[src/rtl/sf2_usram_sim.sv]
// Purpose : micro-SRAM simulation model, one sync write port + READ_PORTS read ports, self-clearing after reset.
// Latency : read address to R_DOUT = ADDR_REG + DOUT_REG clock edges (0/0 is purely combinational).
// Backpr. : none; writes ignored while BUSY (array clearing), out-of-range writes dropped, out-of-range reads return 0.
//
// Ports:
//   CLK, ARST_N                  - single clock, asynchronous active-low reset
//   BUSY                         - high while the init sequencer clears the array
//   C_EN, C_WEN, C_ADDR, C_DIN   - write port (write needs C_EN & C_WEN)
//   R_EN, R_ADDR, R_ADDR_SRST_N  - per-port address register load / address / sync clear
//   R_DOUT_EN, R_DOUT_SRST_N     - per-port output register load / sync clear
//   R_DOUT                       - per-port read data, port i at [i*DATA_WIDTH +: DATA_WIDTH]
module sf2_usram_sim #(
    parameter int DATA_WIDTH = 18,
    parameter int ADDR_WIDTH = 6,
    parameter int DEPTH      = 64,
    parameter int READ_PORTS = 2,
    parameter int ADDR_REG   = 1,
    parameter int DOUT_REG   = 1
) (
    (* clkbuf_sink *)
    input  logic                             CLK,
    input  logic                             ARST_N,
    output logic                             BUSY,
    input  logic                             C_EN,
    input  logic                             C_WEN,
    input  logic [ADDR_WIDTH-1:0]            C_ADDR,
    input  logic [DATA_WIDTH-1:0]            C_DIN,
    input  logic [READ_PORTS-1:0]            R_EN,
    input  logic [READ_PORTS*ADDR_WIDTH-1:0] R_ADDR,
    input  logic [READ_PORTS-1:0]            R_ADDR_SRST_N,
    input  logic [READ_PORTS-1:0]            R_DOUT_EN,
    input  logic [READ_PORTS-1:0]            R_DOUT_SRST_N,
    output logic [READ_PORTS*DATA_WIDTH-1:0] R_DOUT
);

    // One extra bit so the range compare never degenerates when DEPTH == 2**ADDR_WIDTH.
    localparam logic [ADDR_WIDTH:0]   DEPTH_X   = (ADDR_WIDTH+1)'(DEPTH);
    localparam logic [ADDR_WIDTH-1:0] LAST_ADDR = ADDR_WIDTH'(DEPTH - 1);

    typedef enum logic {
        ST_INIT  = 1'b0,
        ST_READY = 1'b1
    } state_t;

    state_t                r_state;
    state_t                w_state_nxt;
    logic [ADDR_WIDTH-1:0] r_init_cnt;
    logic [ADDR_WIDTH-1:0] w_init_cnt_nxt;

    logic [DATA_WIDTH-1:0] r_mem [DEPTH];

    logic [ADDR_WIDTH-1:0] w_eff_addr [READ_PORTS];
    logic [DATA_WIDTH-1:0] w_arr      [READ_PORTS];
    logic [DATA_WIDTH-1:0] w_dout     [READ_PORTS];

    logic w_wr_ok;

    // ------------------------------------------------------------------
    // Init sequencer: walks every word once, then parks in READY.
    // ------------------------------------------------------------------
    always_ff @(posedge CLK or negedge ARST_N) begin
        if (!ARST_N) begin
            r_state    <= ST_INIT;
            r_init_cnt <= '0;
        end else begin
            r_state    <= w_state_nxt;
            r_init_cnt <= w_init_cnt_nxt;
        end
    end

    always_comb begin
        w_state_nxt    = r_state;
        w_init_cnt_nxt = r_init_cnt;
        case (r_state)
            ST_INIT: begin
                if (r_init_cnt == LAST_ADDR) begin
                    w_state_nxt    = ST_READY;
                    w_init_cnt_nxt = '0;
                end else begin
                    w_init_cnt_nxt = r_init_cnt + 1'b1;
                end
            end
            default: begin
                w_state_nxt    = ST_READY;
                w_init_cnt_nxt = '0;
            end
        endcase
    end

    assign BUSY = (r_state == ST_INIT);

    // ------------------------------------------------------------------
    // Array write. The array itself has no reset; the sequencer owns the
    // write port while BUSY, so user writes in that window are lost.
    // ------------------------------------------------------------------
    assign w_wr_ok = (r_state == ST_READY) && C_EN && C_WEN && ({1'b0, C_ADDR} < DEPTH_X);

    always_ff @(posedge CLK) begin
        if (r_state == ST_INIT) begin
            r_mem[r_init_cnt] <= '0;
        end else if (w_wr_ok) begin
            r_mem[C_ADDR] <= C_DIN;
        end
    end

    // ------------------------------------------------------------------
    // Read ports
    // ------------------------------------------------------------------
    for (genvar gi = 0; gi < READ_PORTS; gi++) begin : g_port
        logic w_rd_ok;

        if (ADDR_REG != 0) begin : g_areg
            logic [ADDR_WIDTH-1:0] r_addr;
            always_ff @(posedge CLK or negedge ARST_N) begin
                if (!ARST_N) begin
                    r_addr <= '0;
                end else if (!R_ADDR_SRST_N[gi]) begin
                    r_addr <= '0;
                end else if (R_EN[gi]) begin
                    r_addr <= R_ADDR[gi*ADDR_WIDTH +: ADDR_WIDTH];
                end
            end
            assign w_eff_addr[gi] = r_addr;
        end else begin : g_acomb
            logic w_unused;
            assign w_unused       = &{1'b0, R_EN[gi], R_ADDR_SRST_N[gi]};
            assign w_eff_addr[gi] = R_ADDR[gi*ADDR_WIDTH +: ADDR_WIDTH];
        end

        // Registered address + combinational array read gives write-first
        // behaviour on a same-edge collision.
        assign w_rd_ok   = (r_state == ST_READY) && ({1'b0, w_eff_addr[gi]} < DEPTH_X);
        assign w_arr[gi] = w_rd_ok ? r_mem[w_eff_addr[gi]] : '0;

        if (DOUT_REG != 0) begin : g_dreg
            logic [DATA_WIDTH-1:0] r_dout;
            always_ff @(posedge CLK or negedge ARST_N) begin
                if (!ARST_N) begin
                    r_dout <= '0;
                end else if (!R_DOUT_SRST_N[gi]) begin
                    r_dout <= '0;
                end else if (R_DOUT_EN[gi]) begin
                    r_dout <= w_arr[gi];
                end
            end
            assign w_dout[gi] = r_dout;
        end else begin : g_dcomb
            logic w_unused;
            assign w_unused   = &{1'b0, R_DOUT_EN[gi], R_DOUT_SRST_N[gi]};
            assign w_dout[gi] = w_arr[gi];
        end
    end

    always_comb begin
        R_DOUT = '0;
        for (int i = 0; i < READ_PORTS; i++) begin
            R_DOUT[i*DATA_WIDTH +: DATA_WIDTH] = w_dout[i];
        end
    end

endmodule

[config.mk]
export PLATFORM = sky130hd
export DESIGN_NAME = sf2_usram_sim
export DESIGN_NICKNAME = d
export VERILOG_FILES = /design/src/rtl/sf2_usram_sim.sv
export SDC_FILE = /design/constraint.sdc
export NUM_CORES = 1
export LEC_CHECK = 0
export BUFFER_PORTS_ARGS = -buffer_cell sky130_fd_sc_hd__buf_4
export CAP_MARGIN = 20
export CELL_PAD_IN_SITES_DETAIL_PLACEMENT = 0
export CELL_PAD_IN_SITES_GLOBAL_PLACEMENT = 1
export CORE_ASPECT_RATIO = 0.5
export CORE_MARGIN = 2
export CORE_UTILIZATION = 62
export CTS_BUF_LIST = sky130_fd_sc_hd__clkbuf_4
export DETAILED_ROUTE_END_ITERATION = 7
export GPL_ROUTABILITY_DRIVEN = 1
export PLACE_DENSITY_LB_ADDON = 0.1
export SYNTH_ARGS = -nofsm -noshare
export SYNTH_HDL_FRONTEND = slang
export SYNTH_SLANG_ARGS = --single-unit
[constraint.sdc]
create_clock -name CLK -period 8.1 [get_ports CLK]
set_clock_uncertainty 0.2 [all_clocks]
set_input_delay 0.405 -clock CLK [delete_from_list [all_inputs] [get_ports CLK]]
set_output_delay 0.405 -clock CLK [all_outputs]
set_load 0.005 [all_outputs]
; ---- Yosys cells after proc, flatten, opt, wreduce, memory -nomap -nowiden
; Memory sizes are Yosys's and may differ from the RTL's.
; Index checks and enable logic that the tools add are counted.
[totals]
reg_bits = 55
output_inout_bits = 37
word_cells = 38
inputBits = 48
n_memories = 1
ram_bits = 1152
[mem_list]
columns = name, words, word_bits, read_ports, rd_ports_with_merged_regs, write_ports, line
row1 = r_mem, 64, 18, 2, 0, 1, 50  ; logic [DATA_WIDTH-1:0] r_mem [DEPTH];
[op_classes]
mux = 21
eq_ne = 5
add_sub_neg = 1
bitwise_logic = 1
n_reduce_logical = 3
[ops]
columns = operator, count
row1 = $mux 18, 7
row2 = $mux 6, 7
row3 = $reduce_or 18->1, 1
row4 = $ne 2x2->1 const B, 4
row5 = $mux 1, 7
row6 = $add 6x1->6 const B, 1
row7 = $eq 6x6->1 const B, 1
row8 = $logic_and 1x1->1, 2
row9 = $not 1->1, 1

; ---- Logic depth before layout (Yosys ltp)
[logic_depth]
ltp_word = 7
ltp_mapped = 10
ltp_nobuf = 5

; ---- Least setup slack after synthesis
; No wires, ideal clock.
[synth_timing]
path_type = input to register
from = in C_WEN
to = mem r_mem[20][0] (enable)
path_buffers = 1
slack_ps = 5153
arrival_ps = 2355
t_required_ps = 7507
setup_time_ps = 393
cell_stages = 6
path_cell_list = and3_1 -> clkbuf_1 -> mux2_2 -> a21oi_1 -> nand2_1 -> nor2_1
[synth_between]
elab_chain_cells = 6
elab_cells_between_ends = 7
cone_classes = mux (5) / reduce/logical (2)
[synth_rtl]
columns = element, line
row1 = "start, declared", 25  ; input logic C_WEN,
row2 = $logic_and 1x1->1 (*), 96  ; assign w_wr_ok = (r_state == ST_READY) && C_EN && C_WEN && ({1'b0, C_ADDR} < DEPTH_X);
row3 = $mux 1 (*), 101  ; end else if (w_wr_ok) begin
row4 = $mux 1 (*), 99  ; if (r_state == ST_INIT) begin
row5 = $mux 1 (implied by the code) (*), 102  ; r_mem[C_ADDR] <= C_DIN;
row6 = $reduce_or 18->1 (no line), --
row7 = $mux 6 (no line) or $mux 1 (tied branches), --
row8 = "end, declared", 50
; Mark *: on every way between the ends. The rest lies on a longest branch, timed or not.

; ---- Worst setup path after layout
[layout_timing]
from = reg g_port[1].g_areg.r_addr[1]
to = reg g_port[1].g_dreg.r_dout[15]
[layout_between]
elab_chain_cells = 4
[layout_rtl]
columns = element, line
row1 = "start, declared", 113  ; logic [ADDR_WIDTH-1:0] r_addr;
row2 = "start signal, assigned", 120  ; r_addr <= R_ADDR[gi*ADDR_WIDTH +: ADDR_WIDTH];
row3 = $mem_v2 64x18, --
row4 = $mux 18, 133  ; assign w_arr[gi] = w_rd_ok ? r_mem[w_eff_addr[gi]] : '0;
row5 = $mux 18, 142  ; end else if (R_DOUT_EN[gi]) begin
row6 = $mux 18, 140  ; end else if (!R_DOUT_SRST_N[gi]) begin
row7 = "end signal, assigned", 143  ; r_dout <= w_arr[gi];
row8 = "end, declared", 136  ; logic [DATA_WIDTH-1:0] r_dout;
; No other way between the ends. The select of a mux whose other input is x is not followed.
; A chain may end at the register's enable or synchronous reset.

==> impl_metrics.env <==
export IMPL_status="finished clean"
export IMPL_dieWidth_um=429.1
export IMPL_die_area_um2=92900
export IMPL_cp_start_kind="flop"
export IMPL_antenna_found_initial=11
export IMPL_timing_slew_headroom=0.2302
export IMPL_holdCritPathClass="in2reg"
export IMPL_yosys_warnings=0
export IMPL_setup_viol=0
export IMPL_vias=33260
export IMPL_critPathBufInv=1
export IMPL_drc=0
export IMPL_ir_drop_v=0.0001398
export IMPL_crit_chain="buf_4 -> mux4_2 -> mux2i_1 -> a221oi_1 -> a22oi_1 -> o21ai_0"
export IMPL_period_needed_ns=4.492
export IMPL_synth_most_common_cell="edfxtp_1"
export IMPL_cts_root_buf="clkbuf_4"
export IMPL_synth_edff_count=1152
export IMPL_synth_cell_types=46
export IMPL_drt_pass1_iterations=6
export IMPL_clk_pin_slew_ns=0.08
export IMPL_final_antenna_net_count=0
export IMPL_syn_inst=2809
export IMPL_port_buffer_count=84
export IMPL_ys_flop_type="edfxtp_1"
export IMPL_synthTopCellsByCount="edfxtp_1, mux4_2, mux2i_1"
export IMPL_p_leak_nw=16.86
export IMPL_crit_fanout=38
export IMPL_required_ns=8.89
export IMPL_powerDensity_nw_per_um2=194.9
export IMPL_synth_top_area_cell="edfxtp_1"
export IMPL_h_tree_depth=5
export IMPL_gr_total_overflow=0
export IMPL_hold_ws_ns=0.1087
export IMPL_arrival_ns=5.29
export IMPL_gp_congestion=0.9513
export IMPL_viasPerCell=7.306
export IMPL_ys_seq_area_frac=0.6422
export IMPL_timing_fmax_mhz=222.6
export IMPL_tightest_slew_ns=1.155
export IMPL_netlist_area_um2=56010
export IMPL_dp_hpwl_um=102600
export IMPL_cts_buffers=284
export IMPL_initial_core_util=0.6298
export IMPL_synthArstFlopShare=0.04557
export IMPL_synthesis_nets=2858
export IMPL_synth_area_leaders="edfxtp_1, mux4_2, mux2i_1, dfrtp_1, nand2_1"
export IMPL_core_um2=88920
export IMPL_crit_type="reg2reg"
export IMPL_hold_viol=0
export IMPL_grt_pass1_vias=32710
export IMPL_drv_slew=0
export IMPL_ios=85
export IMPL_synth_area_per_cell_um2=19.94
export IMPL_grt_max_degree=131
export IMPL_row_count=77
export IMPL_dr_first_iter_drc_count=5957
export IMPL_grt_pass1_wl_um=237300
export IMPL_maxCapViolations=0
export IMPL_rsz0062_at_grt="no"
export IMPL_cts_max_path_buffers=4
export IMPL_ys_ff_latch=1207
export IMPL_layout_drive_gt1_share=0.3987
export IMPL_clock_latency_ns=1.18
export IMPL_syn_to_final_growth_pct=12.24
export IMPL_slowest_stage="dfrtp_4"
export IMPL_worstSetupEndpointType="flop"
export IMPL_crit_family="multiplexers"
export IMPL_grtUsageTotal=0.3669
export IMPL_die_h_um=216.5
export IMPL_cts_sinks=1207
export IMPL_netlist_area_leader_share=0.6176
export IMPL_wl_per_cell_um=36.72
export IMPL_tritoncts="built"
export IMPL_wirelength_um=167200
export IMPL_nets=3228
export IMPL_slowest_delay_ns=0.98
export IMPL_setup_tns_ns=0
export IMPL_finalCritPeriodShare=0.5545
export IMPL_fin_util=0.7069
-- report_power, final --
| part | total (mW) | internal, mW | leakage, nW | switching [mW] |
|---|---|---|---|---|
| logic | 0.584 | 0.253 | 6.02 | 0.330 |
| clock network | 4.90 | 2.47 | 2.08 | 2.43 |
| registers | 6.77 | 6.73 | 8.75 | 0.0423 |
| total | 12.3 | 9.45 | 16.9 | 2.81 |
-- layout by cell type (no fill, tap or decap), types with 4 or more instances in the layout --
cell | synthesis | routed
a32oi_1 | 18 | 18
buf_8 | 1 | 11
mux4_2 | 576 | 576
mux2_2 | 18 | 18
buf_4 | 32 | 176
a21oi_1 | 18 | 18
a221oi_1 | 27 | 27
buf_16 | 0 | 7
clkinv_1 | 0 | 29
and2_2 | 0 | 17
o21ai_0 | 25 | 25
edfxtp_1 | 1152 | 1152
nor2_2 | 0 | 65
diode_2 | 0 | 6
dfrtp_4 | 0 | 7
dlygate4sd3_1 | 0 | 90
and2_1 | 22 | 4
nand4_1 | 12 | 12
buf_12 | 0 | 10
nor2b_2 | 0 | 6
nand3_1 | 25 | 25
o211ai_1 | 10 | 10
a22o_1 | 20 | 20
a22oi_1 | 43 | 43
dfrtp_1 | 55 | 45
clkinv_2 | 0 | 4
mux2i_1 | 292 | 292
o31ai_1 | 15 | 15
nor2b_1 | 26 | 20
inv_1 | 4 | 4
clkbuf_4 | 0 | 430
nand2_1 | 113 | 113
nor2_1 | 95 | 30
nand3b_1 | 4 | 4
-- sequential cells by signal (all words and copies together), names as in the netlist --
| register | cells |
|---|---|
| g_port.g_areg.r_addr | 12 |
| r_init_cnt | 6 |
| g_port.w_rd_ok | 1 |
| g_port.g_dreg.r_dout | 36 |
| r_mem | 1152 |
-- path summary, 6_finish.rpt --
| path | start | slack (ns) | cells past startpoint | to |
|---|---|---|---|---|
| worst max-delay path | g_port[1].g_areg.r_addr[1] | 3.61 | 6 | g_port[1].g_dreg.r_dout[15] |
| worst min-delay path | C_EN | 0.11 | 4 | r_mem[63][11] |
| worst max register to register | g_port[1].g_areg.r_addr[1] | 3.61 | 6 | g_port[1].g_dreg.r_dout[15] |
| worst min register to register | g_port[0].g_dreg.r_dout[1] | 0.38 | 2 | g_port[0].g_dreg.r_dout[1] |
| max in group asynchronous | ARST_N | 6.58 | 5 | g_port[1].g_areg.r_addr[1] |
| min in group asynchronous | ARST_N | 0.71 | 5 | g_port[0].g_areg.r_addr[2] |
-- worst reg2reg max path, delay by kind of cell (launching register included) --
| family | cells | cell delay (ns) |
|---|---|---|
| AO/OA/AOI/OAI | 3 | 1.22 |
| multiplexers | 2 | 1.28 |
| flip-flops | 1 | 0.98 |
| buffers and inverters | 1 | 0.69 |
-- metal layers --
layer  routed length (µm)  GRT usage  vias up
li1                     -          -    12920
met1                62440     0.5343    17310
met2                73430     0.5132     2662
met3                25240     0.1284      358
met4                 5975     0.1516        8
met5                   73          0        -
-- kinds of logic (layout without fill, tap and decap cells) --
group,count (synthesis),in the layout,share of synthesized area
flops,1207,1207,0.6422
mux,886,886,0.2874
simple gates,306,306,0.02442
buf+inv,218,770,0.02040
compound gates,187,187,0.02471
xor+xnor,4,4,0.0006256
fa+ha+maj,1,1,0.0002234
other cells,0,6,0
-- stage by stage --
| step | area, µm² | setup WS, ns | power (mW) | instances |
|---|---|---|---|---|
| floorplan | 56010 | 5.153 | 7.281 | 2809 |
| global placement | 58110 | 3.835 | 7.446 | 3966 |
| detailed placement | 58390 | 3.825 | 7.447 | 3981 |
| CTS | 62750 | 3.800 | 12.29 | 4540 |
| global route | 62850 | 3.428 | 12.64 | 4549 |
| finish | 62860 | 3.608 | 12.25 | 4552 |
-- area by class of cell --
class / count / area, µm²
clock buffers: 430 / 3228
flip-flops and latches: 1207 / 36000
inverters: 5 / 23.77
clock inverters: 38 / 200.2
well taps: 1185 / 1483
diodes: 6 / 15.01
repair buffers: 297 / 2814
fillers: 5540 / 26060
multi-input cells: 1384 / 19100
-- repair_timing --
action,CTS,global route
hold buffers,91,0
hold endpoints to repair,1389,0
setup buffers,0,0
resized for setup,0,0
No activity file was read; power rests on OpenSTA's default activity.
